<file path="src/rtl/mem_wait_ctrl.sv">
// -----------------------------------------------------------------------------
// mem_wait_ctrl
//
// Memory-stage controller that turns a single-cycle data-memory request from
// the EXE stage register into a multi-cycle access on a word-addressed external
// SRAM. While an access is in flight `ready` is low so the top level can freeze
// every pipeline register; `ready` rises for exactly one cycle (DONE) when the
// result is available and the pipeline may advance.
//
// Ports
//   clk          in   single clock, all state on rising edge
//   rst          in   asynchronous active-low reset
//   MEM_R_EN     in   load request
//   MEM_W_EN     in   store request (wins over MEM_R_EN when both are set)
//   address      in   byte address (ALU result)
//   data         in   store value
//   MEM_result   out  registered load data
//   ready        out  0 = freeze the pipeline this cycle
//   sram_addr    out  SRAM word address (latched at request time)
//   sram_wdata   out  SRAM write data (latched at request time)
//   sram_rdata   in   SRAM read data, valid in the last ACCESS cycle
//   sram_we_n    out  active-low write enable
//   sram_oe_n    out  active-low output enable
//   stall_count  out  saturating count of cycles with ready = 0
//
// SRAM_ADDR_W must not exceed 30 (a 32-bit byte address holds 30 word bits).
// WAIT_CYCLES must lie in 1..15 (4-bit access counter).
// -----------------------------------------------------------------------------
module mem_wait_ctrl #(
    parameter int unsigned DATA_W      = 32,
    parameter int unsigned SRAM_ADDR_W = 17,
    parameter logic [31:0] BASE_ADDR   = 32'd1024,
    parameter int unsigned WAIT_CYCLES = 4
) (
    input  logic                   clk,
    input  logic                   rst,
    input  logic                   MEM_R_EN,
    input  logic                   MEM_W_EN,
    input  logic [31:0]            address,
    input  logic [DATA_W-1:0]      data,
    output logic [DATA_W-1:0]      MEM_result,
    output logic                   ready,
    output logic [SRAM_ADDR_W-1:0] sram_addr,
    output logic [DATA_W-1:0]      sram_wdata,
    input  logic [DATA_W-1:0]      sram_rdata,
    output logic                   sram_we_n,
    output logic                   sram_oe_n,
    output logic [15:0]            stall_count
);

    typedef enum logic [1:0] {
        S_IDLE   = 2'd0,
        S_ACCESS = 2'd1,
        S_DONE   = 2'd2
    } state_t;

    localparam logic [3:0] LP_WAIT = 4'(WAIT_CYCLES);

    state_t                   r_state;
    state_t                   w_state_next;
    logic [3:0]               r_count;
    logic                     r_is_write;
    logic [SRAM_ADDR_W-1:0]   r_addr;
    logic [DATA_W-1:0]        r_wdata;
    logic [DATA_W-1:0]        r_result;
    logic [15:0]              r_stall;

    logic                     w_req;
    logic [31:0]              w_offset;
    logic [31:0]              w_word_full;
    logic                     w_in_range;
    logic [SRAM_ADDR_W-1:0]   w_word;
    logic                     w_last;

    assign w_req       = MEM_R_EN | MEM_W_EN;
    assign w_offset    = address - BASE_ADDR;
    // Byte offset to word index; the two byte-select bits are dropped.
    assign w_word_full = w_offset >> 2;
    // Below the base the subtraction wraps, so the lower bound is checked
    // explicitly; the upper bound is "no word bits above the SRAM width".
    assign w_in_range  = (address >= BASE_ADDR) &&
                         ((w_word_full >> SRAM_ADDR_W) == 32'd0);
    assign w_word      = w_word_full[SRAM_ADDR_W-1:0];
    assign w_last      = (r_count == LP_WAIT);

    // Next state, ready and strobes. Strobes are decoded from state so an
    // asynchronous reset drops them immediately, without waiting for an edge.
    always_comb begin
        w_state_next = r_state;
        ready        = 1'b1;
        sram_we_n    = 1'b1;
        sram_oe_n    = 1'b1;
        case (r_state)
            S_IDLE: begin
                // Freeze in the same cycle the request shows up.
                ready = ~w_req;
                if (w_req) begin
                    w_state_next = w_in_range ? S_ACCESS : S_DONE;
                end
            end
            S_ACCESS: begin
                ready     = 1'b0;
                sram_we_n = ~r_is_write;
                sram_oe_n = r_is_write;
                if (w_last) begin
                    w_state_next = S_DONE;
                end
            end
            S_DONE: begin
                w_state_next = S_IDLE;
            end
            default: begin
                w_state_next = S_IDLE;
            end
        endcase
    end

    always_ff @(posedge clk or negedge rst) begin
        if (!rst) begin
            r_state    <= S_IDLE;
            r_count    <= 4'd0;
            r_is_write <= 1'b0;
            r_addr     <= '0;
            r_wdata    <= '0;
            r_result   <= '0;
            r_stall    <= 16'd0;
        end else begin
            r_state <= w_state_next;

            if (!ready && (r_stall != 16'hFFFF)) begin
                r_stall <= r_stall + 16'd1;
            end

            case (r_state)
                S_IDLE: begin
                    if (w_req) begin
                        if (w_in_range) begin
                            // A simultaneous read+write is treated as a write.
                            r_is_write <= MEM_W_EN;
                            r_addr     <= w_word;
                            r_wdata    <= data;
                            r_count    <= 4'd1;
                        end else if (!MEM_W_EN) begin
                            // Out-of-range load returns zero; store is dropped.
                            r_result <= '0;
                        end
                    end
                end
                S_ACCESS: begin
                    r_count <= r_count + 4'd1;
                    if (w_last && !r_is_write) begin
                        r_result <= sram_rdata;
                    end
                end
                default: begin
                end
            endcase
        end
    end

    assign MEM_result  = r_result;
    assign sram_addr   = r_addr;
    assign sram_wdata  = r_wdata;
    assign stall_count = r_stall;

endmodule

</file>
<file path="config.mk">
export PLATFORM = sky130hd
export DESIGN_NAME = mem_wait_ctrl
export DESIGN_NICKNAME = d
export VERILOG_FILES = /design/src/rtl/mem_wait_ctrl.sv
export SDC_FILE = /design/constraint.sdc
export NUM_CORES = 1
export LEC_CHECK = 0
export CAP_MARGIN = 20
export CORE_MARGIN = 2
export CORE_UTILIZATION = 45
export CTS_CLUSTER_SIZE = 40
export DETAILED_ROUTE_END_ITERATION = 16
export PLACE_DENSITY_LB_ADDON = 0.05
export SLEW_MARGIN = 20
export SYNTH_ARGS = -nofsm -noshare
export SYNTH_HDL_FRONTEND = slang
export SYNTH_SLANG_ARGS = --single-unit
</file>
<file path="constraint.sdc">
create_clock -name clk -period 5.68 [get_ports clk]
set_input_delay 1.136 -clock clk [delete_from_list [all_inputs] [get_ports clk]]
set_output_delay 1.136 -clock clk [all_outputs]
set_load 0.005 [all_outputs]
</file>
==> flow_summary.yaml <==
setup_path:
  cp_cell_sequence: "clkdlybuf4s50_1 > inv_1 > ha_1 > or3b_2 > a2111oi_0 > o22ai_1 > nand4_2 > buf_4 > mux2_2"
  arrival_ps: 4300
  path_max_fanout: 23
  cpPeakStageDelay_ps: 490
  worstPathRequired_ps: 5930
  critPathLaunchType: "primary input"
  crit_type: "primary input to flip-flop"
  critPathSlowestCell: "nand4_2"
  end_kind: "flip-flop"
finish:
  mostFrequentLayoutCells: "196 x clkdlybuf4s50_1, 104 x dfrtp_1, 40 x mux2_2, 32 x a22o_1, 23 x nand2_1"
  final_util: 0.689
  multiInputGateArea_um2: 1680
  final_area_um2: 6640
  fillers: 767
  layout-drive-gt1-share: 0.127
  final_common_cell: "clkdlybuf4s50_1"
  nets: 642
  area_growth_pct: 50.4
  diodes: 0
  regArea_um2: 2600
detailed_routing:
  dr_total_vias: 3440
  vias_per_cell: 5.10
  drc: 0
  wl_per_cell_um: 16.7
  routed_wl_um: 11300
  antenna_left: 0
  first_pass_iters: 4
  drtIter0Drc: 64
floorplan:
  die_w_um: 103
  dieArea_um2: 10600
  pin_count: 200
  core_um2: 9640
  start_util: 0.458
  die_h_um: 103
  rows: 36
pwr:
  finalPower_mw: 1.46
  p_leak_nw: 2.90
  power_density_nw_per_um2: 220
  peakVddDrop_mv: 0.224
synth:
  synth_nets: 445
  synth_seq_cells: 104
  synthArstFlopShare: 1.00
  postSynthAreaPerCell_um2: 12.9
  synth_edf_count: 0
  ys_types: 48
  yosys.area.top_type: "dfrtp_1"
  ys_warn_count: 0
  synth_area_leaders: "dfrtp_1 59%, mux2_2 10%, a22o_1 6.3%, xnor2_1 3.2%, nand2_1 2.0%"
  syn_area_um2: 4420
  yosysSeqAreaShare: 0.589
  synth_top_flop_cell: "dfrtp_1"
  synthCells: 341
  synth_top_area_share: 0.589
sta:
  max_freq_mhz: 247
  tns_ps: 0
  post-route-period-util: 0.713
  slew_viol_final: 0
  hold_viol: 0
  setup_viol: 0
  rsz0062_at_grt: "no"
  fin_crit_ps: 4050
  fin_skew_ps: 9.03
  tightest_slew_ps: 788
  relSlewSlack: 0.470
  hold_slack_ps: 484
cts:
  htree_levels: 3
  post_cts_buffers: 0
  cts_resized: 0
  numCtsBuffers: 9
  path_clk_slew_ps: 90
  tritoncts: "done"
  cts_root_buffer: "clkbuf_8"
  cts.path.max_buffers: 2
  cts.sinks: 104
  hold_buffers: 0
  insertion_delay_ps: 360
global_routing:
  grt_pass1_wl_um: 16800
  grt_max_degree: 64
  antenna_found_initial: 0
  track_usage: 0.209
  grt_overflow: 0
  grt_pass1_vias: 3321
run_status:
  status: "finished clean"
placement:
  hpwlAfterDp_um: 8460
  routabilityCongestion: 0.873
  io_buffers: 197
  postPlaceCellArea_um2: 6480
hold_path:
  hold_class: "flip-flop to flip-flop"
flow_run:
  drv_cap: 0
-- cell families after synthesis --
| kind of cell | Yosys count | share of synthesized area |
|---|---|---|
| simple gates | 91 | 0.114 |
| xor+xnor | 23 | 0.0456 |
| buf+inv | 22 | 0.0312 |
| flops | 104 | 0.589 |
| fa+ha+maj | 4 | 0.0113 |
| compound gates | 56 | 0.103 |
| mux | 41 | 0.105 |
-- critical path: cells and delay by family --
kind / cells / cell delay [ps]
compound gates: 2 / 660
fa+ha+maj: 1 / 190
buf+inv: 3 / 950
mux: 1 / 370
simple gates: 2 / 970
-- cell type report --
cell class                 count  area share
sequential                   104       0.392
inverter                       6     0.00339
clock inverter                 3     0.00283
multi-input combinational    215       0.253
tap                          133      0.0251
clock buffer                  12      0.0219
timing repair buffer         202       0.302
-- flip-flops by register name (all words and copies together), names as in the netlist --
signal,count
sram_addr,17
r_is_write,1
stall_count,16
r_count,4
sram_wdata,32
MEM_result,32
r_state,2
-- final timing paths --
path,start,end,slack [ps],depth (start not counted)
max,address[10],sram_wdata[20],1630,9
min,sram_addr[15],sram_addr[15],480,2
max reg2reg,r_state[0],sram_wdata[20],3210,5
min reg2reg,sram_addr[15],sram_addr[15],480,2
max in group asynchronous,rst,MEM_result[13],3740,2
min in group asynchronous,rst,MEM_result[29],740,1
-- power by group --
group	total (mW)	internal (mW)	switching (mW)
clock network	0.405	0.169	0.236
registers	0.820	0.772	0.0479
logic	0.237	0.152	0.0845
total	1.46	1.09	0.369
-- routing by layer --
metal / global-route usage / vias to the layer above / share of wire
met4: 0.0668 / 0 / 0.016
met5: 0 / - / 0
met1: 0.256 / 1681 / 0.41
li1: - / 1631 / -
met3: 0.0597 / 13 / 0.064
met2: 0.357 / 115 / 0.51
-- cells in the mapped netlist (2+ instances only) --
| master | number |
|---|---|
| or2_2 | 2 |
| nand4_1 | 9 |
| and4_1 | 2 |
| o41ai_1 | 2 |
| and3_1 | 3 |
| a31oi_1 | 3 |
| o31ai_1 | 2 |
| or3_1 | 4 |
| dfrtp_1 | 104 |
| clkbuf_1 | 6 |
| a22o_1 | 32 |
| buf_6 | 4 |
| buf_2 | 2 |
| o21ai_0 | 7 |
| nor4_1 | 6 |
| nand3_1 | 5 |
| inv_1 | 6 |
| xor2_1 | 7 |
| buf_4 | 3 |
| nor2b_1 | 3 |
| nor3_1 | 7 |
| nor2_1 | 13 |
| mux2_2 | 40 |
| nor3b_1 | 2 |
| ha_1 | 4 |
| nand2_1 | 23 |
| o21ai_1 | 2 |
| nand4_2 | 2 |
| or4_1 | 2 |
| xnor2_1 | 16 |
-- through the flow --
step / instances / setup slack (ps)
after CTS: 675 / 1610
final: 675 / 1630
after global routing: 675 / 1460
after global placement: 660 / 1320
after detailed placement: 660 / 1240
after floorplan: 341 / 2530
(Power assumes the default switching activity.)
